`src/rtl/frame_pkg.sv`:
```
// Link framing constants shared by the transmit stuffer, receive destuffer and core.
package frame_pkg;

    localparam logic [7:0] FRAME_START = 8'h06;
    localparam logic [7:0] FRAME_END   = 8'h07;
    localparam logic [7:0] ESC_VAL     = 8'h14;
    localparam logic [7:0] ESC_XOR     = 8'h20;

    typedef enum logic [7:0] {
        CONFIRM_ERROR       = 8'h04,
        CONFIRM_OKAY        = 8'h05,
        CONFIRM_FATAL_ERROR = 8'h08
    } confirm_code_e;

    // state | meaning
    // IDLE  | waiting for frame_in_valid
    // START | presenting FRAME_START
    // DATA  | presenting payload byte, or ESC_VAL if it must be stuffed
    // ESC   | presenting the xor-ed payload byte after ESC_VAL
    // END   | presenting FRAME_END
    typedef enum logic [4:0] {
        ST_IDLE  = 5'b00001,
        ST_START = 5'b00010,
        ST_DATA  = 5'b00100,
        ST_ESC   = 5'b01000,
        ST_END   = 5'b10000
    } tx_state_e;

    function automatic logic is_special(input logic [7:0] b);
        return (b == FRAME_START) || (b == FRAME_END) || (b == ESC_VAL);
    endfunction

endpackage

```
`src/rtl/byte_escape.sv`:
```
// Classifies one byte: flags collisions with framing values and gives its escaped form.
module byte_escape
    import frame_pkg::*;
(
    input  logic [7:0] b,
    output logic       needs_esc,
    output logic [7:0] escaped
);

    assign needs_esc = is_special(b);
    assign escaped   = b ^ ESC_XOR;

endmodule

```
`src/rtl/frame_stuffer_tx.sv`:
```
// Serializes one parallel frame into a flagged, byte-stuffed stream on a valid/ready byte port.
module frame_stuffer_tx
    import frame_pkg::*;
#(
    parameter int FRAME_BYTES = 87,
    parameter int CNT_W       = 16
) (
    input  logic                     clk,
    input  logic                     rst,
    input  logic [0:FRAME_BYTES*8-1] frame_in,
    input  logic                     frame_in_valid,
    output logic                     busy,
    output logic [7:0]               tx_byte,
    output logic                     tx_valid,
    input  logic                     tx_ready,
    output logic                     done,
    output logic [7:0]               esc_count,
    output logic [CNT_W-1:0]         frames_sent
);

    localparam int IDX_W = (FRAME_BYTES > 1) ? $clog2(FRAME_BYTES) : 1;
    localparam logic [IDX_W-1:0] LAST_IDX = IDX_W'(FRAME_BYTES - 1);

    tx_state_e                state_q, state_d;
    logic [IDX_W-1:0]         idx_q, idx_d;
    logic [0:FRAME_BYTES*8-1] shadow_q;
    logic [7:0]               tally_q, tally_d;
    logic [7:0]               esc_count_q, esc_count_d;
    logic [CNT_W-1:0]         frames_q, frames_d;
    logic                     done_q, done_d;

    logic [IDX_W+2:0] byte_base;
    logic [7:0]       cur_byte;
    logic             needs_esc;
    logic [7:0]       escaped;
    logic             accept;
    logic             hs;

    assign byte_base = {idx_q, 3'b000};
    assign cur_byte  = shadow_q[byte_base +: 8];

    byte_escape u_byte_escape (
        .b         (cur_byte),
        .needs_esc (needs_esc),
        .escaped   (escaped)
    );

    assign tx_valid    = (state_q != ST_IDLE);
    assign busy        = (state_q != ST_IDLE);
    assign hs          = tx_valid && tx_ready;
    assign accept      = (state_q == ST_IDLE) && frame_in_valid;
    assign done        = done_q;
    assign esc_count   = esc_count_q;
    assign frames_sent = frames_q;

    always_comb begin
        state_d     = state_q;
        idx_d       = idx_q;
        tally_d     = tally_q;
        esc_count_d = esc_count_q;
        frames_d    = frames_q;
        done_d      = 1'b0;
        tx_byte     = 8'h00;

        unique case (state_q)
            ST_IDLE: begin
                if (frame_in_valid) begin
                    state_d = ST_START;
                    tally_d = 8'h00;
                end
            end
            ST_START: begin
                tx_byte = FRAME_START;
                if (hs) begin
                    state_d = ST_DATA;
                    idx_d   = '0;
                end
            end
            ST_DATA: begin
                tx_byte = needs_esc ? ESC_VAL : cur_byte;
                if (hs) begin
                    if (needs_esc) begin
                        state_d = ST_ESC;
                        if (tally_q != 8'hFF) tally_d = tally_q + 8'd1;
                    end else if (idx_q == LAST_IDX) begin
                        state_d = ST_END;
                    end else begin
                        idx_d = idx_q + 1'b1;
                    end
                end
            end
            ST_ESC: begin
                tx_byte = escaped;
                if (hs) begin
                    if (idx_q == LAST_IDX) state_d = ST_END;
                    else begin
                        state_d = ST_DATA;
                        idx_d   = idx_q + 1'b1;
                    end
                end
            end
            ST_END: begin
                tx_byte = FRAME_END;
                if (hs) begin
                    state_d     = ST_IDLE;
                    done_d      = 1'b1;
                    frames_d    = frames_q + 1'b1;
                    esc_count_d = tally_q;
                end
            end
            default: state_d = ST_IDLE;
        endcase
    end

    always_ff @(posedge clk) begin
        if (rst) begin
            state_q     <= ST_IDLE;
            idx_q       <= '0;
            tally_q     <= 8'h00;
            esc_count_q <= 8'h00;
            frames_q    <= '0;
            done_q      <= 1'b0;
        end else begin
            state_q     <= state_d;
            idx_q       <= idx_d;
            tally_q     <= tally_d;
            esc_count_q <= esc_count_d;
            frames_q    <= frames_d;
            done_q      <= done_d;
        end
    end

    // Payload is only read while busy, so the shadow needs no reset.
    always_ff @(posedge clk) begin
        if (accept) shadow_q <= frame_in;
    end

endmodule

```
`config.mk`:
```
export PLATFORM = sky130hd
export DESIGN_NAME = frame_stuffer_tx
export DESIGN_NICKNAME = d
export VERILOG_FILES = /design/src/rtl/frame_pkg.sv /design/src/rtl/byte_escape.sv /design/src/rtl/frame_stuffer_tx.sv
export SDC_FILE = /design/constraint.sdc
export NUM_CORES = 1
export LEC_CHECK = 0
export CAP_MARGIN = 20
export CORE_ASPECT_RATIO = 0.5
export CORE_UTILIZATION = 45
export DETAILED_ROUTE_END_ITERATION = 7
export HOLD_SLACK_MARGIN = 0.05
export PLACE_DENSITY = 0.77
export SYNTH_ARGS = -nofsm -noshare
export SYNTH_HDL_FRONTEND = slang
export SYNTH_SLANG_ARGS = --single-unit
export TNS_END_PERCENT = 20
```
`constraint.sdc`:
```
create_clock -name clk -period 37.8 [get_ports clk]
set_input_delay 3.78 -clock clk [delete_from_list [all_inputs] [get_ports clk]]
set_output_delay 3.78 -clock clk [all_outputs]
set_load 0.01 [all_outputs]
```
* Word level (Yosys, flattened, before mapping)
Index checks and enable logic that the tools add are counted.
** Storage, ports and cells
- Bits in registers :: 741
** Cells by class
- Muxes and demuxes :: 23
- Add/subtract/negate cells :: 3
- Reductions and logical operators :: 11
- Equal/unequal tests :: 20
- Bitwise operators :: 3
- Shift operators :: 1
** Operator list (count)
- $shiftx A696 B11 Y697 :: 1
- $mux W5 :: 8
- $mux W8 :: 5
- $mux W7 :: 5
- $pmux W8 S4 :: 1
- $pmux W5 S5 :: 1
- $pmux W7 S3 :: 1
- $add A16 B1 Y16 const B :: 1
- $eq A8 B3 Y1 const B :: 2
- $ne A2 B2 Y1 const B :: 8
- $pmux W8 S2 :: 1
- $not A10 Y11 :: 1
- $reduce_and A5 Y1 :: 2
- $add A8 B1 Y8 const B :: 1
- $eq A8 B5 Y1 const B :: 1
- $ne A8 B8 Y1 const B :: 1
- $add A7 B1 Y7 const B :: 1
- $eq A7 B7 Y1 const B :: 1
- $reduce_and A6 Y1 :: 1
- $eq A5 B1 Y1 const B :: 1
- $eq A5 B2 Y1 const B :: 1
- $eq A5 B3 Y1 const B :: 1
- $eq A5 B4 Y1 const B :: 1
- $eq A5 B5 Y1 const B :: 1
- other kinds (10) :: 13

* Logic depth before layout (Yosys ltp)
Gate-level depths: netlist (run 1).
- Word-level depth :: 8
- Depth in mapped cells :: 15
- Gate-level depth less buffers :: 9

* Cells and area by module
A second synthesis (run 1) with hierarchy kept.
** Unflattened totals
- Cell total of the unflattened synthesis :: 1516
- Area total of the unflattened synthesis :: 29308.1 um^2
** By module, submodules not included
- frame_stuffer_tx :: times used 1, area each 29214.3 um^2, cells an instance 1504, sequential area each 21800.9 um^2
- byte_escape :: times used 1, area each 93.8 um^2, cells an instance 12, sequential area each 0.0 um^2

* Least setup slack after synthesis (run 1)
OpenSTA, ideal clock, no wires.
- Path kind :: input port to flip-flop
- Start point :: in frame_in_valid
- End point :: reg tally_q[2]
- Data arrival time :: 36.300 ns
- Library setup time :: 0.162 ns
- Setup slack :: 1.338 ns
- Path buffers :: 0
- Stages on the path :: 5
- Cells stage by stage :: inv_1 nor2_1 nor2_1 nand2_1 mux2i_1
** On the way
- Cells in the longest elaborated chain, start to end :: 2
** Ends and longest elaborated chain
- start, declared :: line frame_stuffer_tx.sv:11 : input logic frame_in_valid,
- $ne A2 B2 Y1 (no source line)
- $reduce_and A5 Y1 (no source line)
- end signal, assigned :: line frame_stuffer_tx.sv:126 : tally_q <= tally_d;
- end, declared :: line frame_stuffer_tx.sv:27 : logic [7:0] tally_q, tally_d;
Every way passes these cells.
A chain may end at the register's enable or synchronous reset.

* Worst setup path after layout (run 1)
- Start point :: reg idx_q[0]
- End point :: out tx_byte[1]
** On the way
- Cells in the longest elaborated chain, start to end :: 7
** Ends and longest elaborated chain
- start, declared :: line frame_stuffer_tx.sv:25 : logic [IDX_W-1:0] idx_q, idx_d;
- start signal, assigned :: line frame_stuffer_tx.sv:125 : idx_q <= idx_d;
- $not A10 Y11 (implied by the code) (*) :: line frame_stuffer_tx.sv:40 : assign cur_byte = shadow_q[byte_base +: 8];
- $shiftx A696 B11 Y697 (*) :: line frame_stuffer_tx.sv:40
- $eq A8 B3 Y1 :: line frame_pkg.sv:30 : return (b == FRAME_START) || (b == FRAME_END) || (b == ESC_VAL);
- $logic_or A1 B1 Y1 (2 in series) :: line frame_pkg.sv:30
- $mux W8 :: line frame_stuffer_tx.sv:80 : tx_byte = needs_esc ? ESC_VAL : cur_byte;
- $pmux W8 S4 (*) :: line frame_stuffer_tx.sv:65 : unique case (state_q)
- end, declared :: line frame_stuffer_tx.sv:13 : output logic [7:0] tx_byte,
Mark *: on every way between the ends. The rest lies on a longest branch, timed or not.

==> reports/results.txt, run 1 <==
The flow ran to the end, and the final reports show no timing, DRC or antenna violations. The worst hold path was traced through 2 stages. In the global route stage, overall resource usage came out at 27.8%.

Data arrives at the worst endpoint at 6.55 ns. The area growth from synthesis to final layout works out to 35.4%. Clock group share of total power: 36.2%.

The register-to-register path setup slack is 32.34 ns, and the post-synthesis instance area is 0.0292 mm^2. The final worst-path cycle share is 27.3%, and the worst-case vdd ir drop is 0.0270 mV. In the routed design, unresolved DRC markers number 0. During placement, the flow inserted port buffers numbering 734. The die covers 0.0661 mm^2. The tree is rooted in a sky130_fd_sc_hd__clkbuf_16. After synthesis, flip-flops and latches occupy 74.5% of the total area.

No sink is reached through more buffers than the 3 on the longest clock path. The worst setup path is launched from a flop. For this design the ratio of total power to cell area is 47.4 mW/mm^2. Summed over all nets, the half-perimeter wirelength after detailed placement is 69600 um. The register bit total from synthesis was 741. For this run, asynchronously set or reset flops after synthesis account for 0%.

For this run, the top clock speed supported by timing is 0.0968 GHz. The number of hold violations in the final report was 0. Dividing the detail-routed wire length by the instance count gives 29.2 um. The logic depth of the worst register-to-register path works out to 11. TritonCTS built the clock tree. For this run, the number of Yosys warnings is 0.

The floorplan core area was 0.0636 mm^2. The logs give 2337 for the initial detailed-routing violation count and 2219 for the net count of the mapped netlist. The final layout contains 2966 nets.

For this design the top-level I/O count stands at 735. For the worst slack on hold paths, the log shows 0.455 ns. For the count of pins over their slew limit, the log shows 0. Setup repair after global routing left no endpoint under its margin. The run gives 67 as the number of buffers created by CTS. The run gives 0 as the number of buffers added for setup after CTS.

The floorplan has 65 rows. The summed negative setup slack over all endpoints is 0 ns. The number of max-capacitance violations reported was 0.

The mean area per synthesized cell is 19.3 um^2, and the transition time at the pin with the least slew margin is 1.13 ns. The sum of overflow across all layers after global routing is 0. The tools report the launching point of the worst reg2reg path as idx_q[0]. The tools report the required time of the critical path as 34.02 ns.

Once detail routing completed, the nets flagged for antenna violations numbered 0. Maximum fanout count along the critical path: 44. The number of antenna violations at the first check in global routing is 28. The clock-pin slew of the registers on the worst-case setup and hold paths works out to 0.06 ns. The worst hold path belongs to the class flop to flop. After technology mapping, the gate count stands at 1515. The fraction of layout instances using a drive strength above 1 is 12.6%. The origin of the worst min-delay path is esc_count[4]. In this run, flip-flops and latches consume 54.7% of the power. The clock latency reported for the late side of the worst-skew pair is 0.60 ns, and the minimum clock period after layout is 10.33 ns.

The path with the worst hold slack has its endpoint at esc_count[4]. The die boundary height came out at 182 um. The first global-routing pass estimated 127000 um of wire. Once layout is done, the placed cells without fillers occupy 0.0396 mm^2. The leakage power was 0.0129 uW; the number of hold-repair buffers added at the cts stage was 0.

The pre-antenna-repair detailed-routing pass consisted of 5 iterations. Net switching is 21.9% of the power. The total vias in the final route is 18099. The logs give 411 uW for the net switching power figure and 0.0215 ns for the clock tree skew after final layout. The share of total power dissipated in combinational logic is 9.1%. In this run, synthesis inferred 696 flip-flops with an integrated enable.

Summing all placed instances gives a cell area of 0.0374 mm^2. The most used flip-flop cell after synthesis is sky130_fd_sc_hd__edfxtp_1. Wires add up to 93700 um. At the end of routability-driven placement, the weighted congestion stood at 0.926. The initial utilization of the core area, before any placement, comes to 46.0%.

For the number of global-route vias before repair, the log shows 17882. Dividing the detail-routed via count by the number of cells gives 5.65. Horizontal extent of the die: 363 um. The type of the worst setup path was flop to primary output. The tree built by TritonCTS fans out to 741 sinks. In this run the critical register-to-register path is captured at state_q[4]. The worst pin sits at a relative slew slack of 24.7%. Entering global routing, the biggest net connects 195 pins.

The tools report the internal power consumption as 1470 uW. Synthesis instantiated 69 different standard cells from the library. Setup violations remaining at the end of the flow were counted as 0. The tools report the kind of capture point of the worst setup path as a primary output. Post-CTS repair changed the size of 0 cells. The H-tree generated during clock tree synthesis spans 3 levels.
==> power by group through the flow <==
stage	clock network (uW)	logic (uW)	registers, uW
after CTS	689	169	1030
after global routing	721	180	1030
after detailed placement	0	169	1040
after global placement	0	165	1040
after floorplan	0	68.0	1130
final	680	171	1030
==> per-layer routing <==
layer	wire length [um]	track usage (%)	share of wire, %	vias to the layer above
li1	-	-	-	7721
met1	34400	35.8	37	9281
met2	48200	46.9	51	941
met3	8520	6.03	9.1	156
met4	2610	9.49	2.8	0
met5	0	0	0	-
==> through the flow <==
stage	util, %	total power, uW	std cells	worst slack (ns)
2_1_floorplan	-	1200	1515	1.34
3_3_place_gp	58.8	1210	3060	27.53
5_1_grt	62.3	1930	3205	27.20
6_report	62.3	1880	3205	27.47
4_1_cts	62.1	1880	3179	26.74
3_5_place_dp	58.8	1210	3062	27.39
==> final cells by class <==
cell class,count,area [um^2]
Tap cell,871,1090
Clock buffer,84,1830
Inverter,9,33.8
Sequential cell,741,21800
Timing Repair Buffer,761,7590
Antenna cell,24,60.1
Clock inverter,33,284
Fill cell,4684,24000
Multi-Input combinational cell,682,6910
==> worst max path at each step <==
stage	start	to	slack, ns	cells past startpoint
after floorplan	frame_in_valid	tally_q[2]	1.34	5
after global placement	idx_q[0]	tx_byte[1]	27.53	12
after detailed placement	idx_q[0]	tx_byte[1]	27.39	12
after CTS	idx_q[0]	tx_byte[1]	26.74	12
after global routing	idx_q[0]	tx_byte[1]	27.20	12
final	idx_q[0]	tx_byte[1]	27.47	12
==> sequential cells by signal, indices dropped and copies added (netlist names) <==
| register | flops |
|---|---|
| idx_q | 7 |
| state_q | 5 |
| frames_sent | 16 |
| done | 1 |
| shadow_q | 696 |
| tally_q | 8 |
| esc_count | 8 |
==> logic make-up (layout without fill, tap and decap cells) <==
logic type                 Yosys count  count (layout)  share of synthesized area (%)
DFF                                741             741                           74.5
and+or+nand+nor                    253             253                           4.23
muxes                              250             250                           15.0
AOI/OAI and AO/OA                  161             161                           3.76
xor gates and xnor gates            14              14                          0.419
adders and majority gates            4               4                          0.171
other                                0              24                              0
buffers and inverters               92             887                           1.85
==> placed cells by master (no fill, tap or decap), types with 9 or more instances in the layout <==
cell / n
sky130_fd_sc_hd__xor2_1: 11
sky130_fd_sc_hd__a22oi_1: 26
sky130_fd_sc_hd__a221oi_1: 9
sky130_fd_sc_hd__mux2i_1: 82
sky130_fd_sc_hd__nand4_1: 13
sky130_fd_sc_hd__clkbuf_16: 71
sky130_fd_sc_hd__nor3_1: 12
sky130_fd_sc_hd__nor2_1: 55
sky130_fd_sc_hd__nand2_1: 69
sky130_fd_sc_hd__diode_2: 24
sky130_fd_sc_hd__a21oi_1: 37
sky130_fd_sc_hd__clkinv_2: 9
sky130_fd_sc_hd__nand3_1: 36
sky130_fd_sc_hd__and3_1: 11
sky130_fd_sc_hd__clkbuf_1: 13
sky130_fd_sc_hd__dfxtp_1: 42
sky130_fd_sc_hd__o21ai_0: 28
sky130_fd_sc_hd__nor2b_1: 12
sky130_fd_sc_hd__or3_1: 13
sky130_fd_sc_hd__clkdlybuf4s50_1: 733
sky130_fd_sc_hd__mux2_2: 21
sky130_fd_sc_hd__clkinv_1: 16
sky130_fd_sc_hd__mux4_2: 140
sky130_fd_sc_hd__buf_4: 23
sky130_fd_sc_hd__edfxtp_1: 696
==> synth_stat cells (26+ instances only) <==
master / instances / area share, %
sky130_fd_sc_hd__a22oi_1: 26 / 0.67
sky130_fd_sc_hd__buf_4: 26 / 0.67
sky130_fd_sc_hd__edfxtp_1: 696 / 71
sky130_fd_sc_hd__nand3_1: 36 / 0.62
sky130_fd_sc_hd__mux2i_1: 82 / 2.8
sky130_fd_sc_hd__nand2_1: 69 / 0.89
sky130_fd_sc_hd__a21oi_1: 37 / 0.63
sky130_fd_sc_hd__nor2_1: 56 / 0.72
sky130_fd_sc_hd__dfxtp_1: 45 / 3.1
sky130_fd_sc_hd__o21ai_0: 28 / 0.48
sky130_fd_sc_hd__mux4_2: 140 / 11
sky130_fd_sc_hd__clkbuf_1: 26 / 0.33
==> worst max-delay path: stages, from the launching register on <==
cell	delay [ns]
sky130_fd_sc_hd__dfxtp_4	0.75
sky130_fd_sc_hd__buf_4	0.76
sky130_fd_sc_hd__buf_4	0.77
sky130_fd_sc_hd__mux4_2	0.58
sky130_fd_sc_hd__mux2_2	0.31
sky130_fd_sc_hd__a22oi_1	0.25
sky130_fd_sc_hd__o211ai_1	0.13
sky130_fd_sc_hd__a211oi_1	0.61
sky130_fd_sc_hd__and2b_1	0.26
sky130_fd_sc_hd__o211ai_1	0.11
sky130_fd_sc_hd__a22oi_1	0.47
sky130_fd_sc_hd__o21ai_0	0.25
sky130_fd_sc_hd__clkdlybuf4s50_1	0.60
(Power assumes the default switching activity.)
==> run 2, diff against run 1 <==
--- a/config.mk
+++ b/config.mk
@@ -6,11 +6,10 @@
 export NUM_CORES = 1
 export LEC_CHECK = 0
 export CAP_MARGIN = 20
-export CORE_ASPECT_RATIO = 0.5
-export CORE_UTILIZATION = 45
+export CORE_AREA = 2 2 287 289
 export DETAILED_ROUTE_END_ITERATION = 7
+export DIE_AREA = 0 0 289 291
 export HOLD_SLACK_MARGIN = 0.05
-export PLACE_DENSITY = 0.77
 export SYNTH_ARGS = -nofsm -noshare
 export SYNTH_HDL_FRONTEND = slang
 export SYNTH_SLANG_ARGS = --single-unit
==> constraint.sdc (replaced) <==
create_clock -name clk -period 9.8 [get_ports clk]
set_input_delay 0.98 -clock clk [delete_from_list [all_inputs] [get_ports clk]]
set_output_delay 0.98 -clock clk [all_outputs]
set_load 0.01 [all_outputs]
==> run 2 against run 1 <==
Clock power increased to 4.3 times the previous value; non-clock buffer count decreased by 4; worst hold slack improved by 0.0018 ns; largest power group unchanged; via count decreased by 3.4%; critical endpoint is now tx_byte[3]; power increased to 4.0 times the previous value; largest cell class unchanged; count of clock-buffer cells in the layout increased by 28; sequential cell count unchanged; register-to-register slack got worse by 28 ns; utilization decreased by 13 points; wire length increased by 4.4%; clock skew decreased by 0.0025 ns; sequential power increased to 3.8 times the previous value.
==> reports/results.txt, run 2 (synthesis gave the netlist of run 1 again) <==
The run finished with clean final reports. The area growth from synthesis to final layout was 37.6% (was 35.4%); the sequential cell area was 0.0218 mm^2 (about the same). Kind of launch point of the worst setup path: a flop (unchanged). The tools report the count of pins over their slew limit as 0 (unchanged). For the number of design rule violations left after detail routing, the log shows 0 (unchanged). The total clock sinks came out at 741 (unchanged). For the required time of the critical path, the log shows 8.82 ns (was 34.02 ns). Topmost layer with routed signal wires: met5 (was met4). The final worst-path cycle share is 78.2%, and the final weighted congestion in routability-driven placement is 0.854 (was 0.926). The clock-pin slew of the registers on the worst-case setup and hold paths is 0.06 ns (about the same). The register ranked first by flip-flop count was shadow_q (unchanged). The routed design could run at a clock period as short as 7.66 ns. The total detailed-routing wirelength is 97800 um (was 93700 um), and the filler-free cell count of the finished design is 3423 (was 3205). The path type of the worst min-delay path is flop to flop (unchanged). The run gives 3 (unchanged) as the largest buffer count on any clock path.

The port buffer count came out at 734 (unchanged). The tools report the number of max-capacitance violations reported as 0 (unchanged). Tightest slew margin relative to the limit: 20.0% (was 24.7%). Kind of capture point of the worst setup path: a primary output (unchanged).

The cell at the root of the clock tree was sky130_fd_sc_hd__clkbuf_16 (unchanged). Number of fill cells: 6744 (was 4684). The tools report the start point of the critical path as idx_q[0] (unchanged). The horizontal extent of the die came out at 289 um (was 363 um).

The die footprint was 0.0841 mm^2 (was 0.0661 mm^2). The tools report the origin of the worst min-delay path as esc_count[3] (was esc_count[4]). The clock latency reported for the late side of the worst-skew pair is 0.63 ns (was 0.60 ns). The minimum setup slack after placement is 2.73 ns (was 27.39 ns), and the clock tree skew after final layout is 0.0190 ns (was 0.0215 ns).

The run gives 0.121 mV (was 0.0270 mV) as the worst-case vdd ir drop. The count of standard-cell rows came out at 105 (was 65). Based on the critical path, the design can be clocked at up to 0.130 GHz. The maximum fanout count along the critical path was 40 (was 44). The tools report the launching point of the worst reg2reg path as idx_q[0] (unchanged).

The met3 routed wirelength is 7110 um (was 8520 um). The I/O pin count was 735 (unchanged). For the post-detailed-route count of antenna-violating nets, the log shows 0 (unchanged). TritonCTS built the clock tree. The total vias in the final route is 17492 (was 18099), and the number of hold-repair buffers added at the cts stage is 0 (unchanged).

The number of flip-flops in the largest register came out at 696 (unchanged). The sum of overflow across all layers after global routing came out at 0 (unchanged). The run gives 36.0% (was 46.0%) as the initial cell density of the core.

The run gives 2.14 ns (was 27.47 ns) as the least setup slack across all paths after layout. The run gives 6.68 ns (was 6.55 ns) as the critical path data arrival time. Routed wirelength normalized by instance count: 28.6 um (was 29.2 um). The transition time at the pin with the least slew margin is 1.20 ns (was 1.13 ns). The number of buffers added for setup after CTS is 0 (unchanged). The areal power density over the cells was 187 mW/mm^2 (was 47.4 mW/mm^2); the initial detailed-routing violation count was 1413 (was 2337). Number of global-route vias before repair: 18722 (was 17882). The tools report the number of hold violations in the final report as 0 (unchanged). Most frequent cells in the layout: sky130_fd_sc_hd__clkdlybuf4s50_1, sky130_fd_sc_hd__edfxtp_1, sky130_fd_sc_hd__mux4_2 (unchanged). The tools report the number of optimization iterations in the first detailed-route pass as 6 (was 5). For the number of gates given a new drive strength after cts, the log shows 0 (unchanged).

The type of the worst setup path was flop to primary output (unchanged). The logs give 83 (was 67) for the number of buffers created by CTS and 0.00692 mm^2 (was 0.00691 mm^2) for the area taken by multi-input logic gates. The floorplan core area is 0.0812 mm^2 (was 0.0636 mm^2). Placed wire-length estimate: 72900 um (was 69600 um). For the leakage power, the log shows 0.0131 uW (was 0.0129 uW). The fraction of layout instances using a drive strength above 1 was 13.3% (was 12.6%). The first-pass GRT wire length came out at 135000 um (was 127000 um).

The tools report the overall track demand over capacity in global routing as 22.9% (was 27.8%). The number of setup violations in the final report was 0 (unchanged); the met1 wire length was 36500 um (was 34400 um). Setup repair after global routing left no endpoint under its margin. The number of levels the H-tree was split into is 3 (unchanged).

The commonest non-fill, non-tap cell in the layout was sky130_fd_sc_hd__clkdlybuf4s50_1 (unchanged). The amount of wire on met2 after detailed routing was 51800 um (was 48200 um); the number of antenna violations at the first check in global routing was 30 (was 28). The largest net degree at the start of global routing was 192 (was 195); the total number of nets in the final design was 2978 (was 2966).

The total placed cells including tap cells was 3258 (was 3062); the die boundary height was 291 um (was 182 um). The ratio of routed vias to standard cells came out at 5.11 (was 5.65).
## run 2: area by class of cell
cell class | instances | share of cell area, %
Tap cell | 1070 | 3.33
Clock inverter | 32 | 0.693
Multi-Input combinational cell | 682 | 17.2
Antenna cell | 20 | 0.124
Timing Repair Buffer | 757 | 18.8
Sequential cell | 741 | 54.2
Inverter | 9 | 0.115
Clock buffer | 112 | 5.59
## run 2: metrics by stage
step | instance area [um^2] | hold WS, ns | setup TNS, ns | utilization [%] | total power, uW
floorplan | 29300 | 0.449 | -1373.69 | - | 4340
finish | 40300 | 0.457 | 0 | 49.6 | 7520
CTS | 40200 | 0.463 | 0 | 49.5 | 7600
global placement | 37700 | 0.449 | 0 | 46.4 | 4660
global route | 40200 | 0.474 | 0 | 49.6 | 7770
detailed placement | 37700 | 0.455 | 0 | 46.4 | 4680
## run 2: worst paths after layout
kind                                     end  slack [ns]  depth (start not counted)
worst max-delay path              tx_byte[3]        2.14                         11
worst min-delay path            esc_count[3]        0.46                          2
worst max register to register    state_q[4]        4.57                         10
worst min register to register  esc_count[3]        0.46                          2
## run 2: per-layer routing
metal / global-route usage (%) / vias to the layer above
met1: 26.9 / 8895
li1: - / 7764
met5: 0 / -
met4: 6.71 / 18
met2: 40.9 / 678
met3: 5.90 / 137
## run 2: worst max-delay path, stage by stage (launching register included)
cell and delay, ns:
sky130_fd_sc_hd__dfxtp_4 0.91, sky130_fd_sc_hd__buf_4 0.66, sky130_fd_sc_hd__mux4_2 0.59, sky130_fd_sc_hd__mux2i_1 0.24
sky130_fd_sc_hd__o21ai_0 0.15, sky130_fd_sc_hd__o21ai_0 0.65, sky130_fd_sc_hd__a32o_1 0.34, sky130_fd_sc_hd__nor2_1 0.10
sky130_fd_sc_hd__o211ai_1 0.80, sky130_fd_sc_hd__a22oi_1 0.39, sky130_fd_sc_hd__a21oi_1 0.51, sky130_fd_sc_hd__clkdlybuf4s50_1 0.64
## run 2: power breakdown
group,total [uW],internal (uW),leakage [uW],switching (uW)
clock network,2920,1670,0.00123,1250
logic,671,360,0.00490,311
registers,3940,3850,0.00695,88.2
total,7520,5880,0.0131,1650
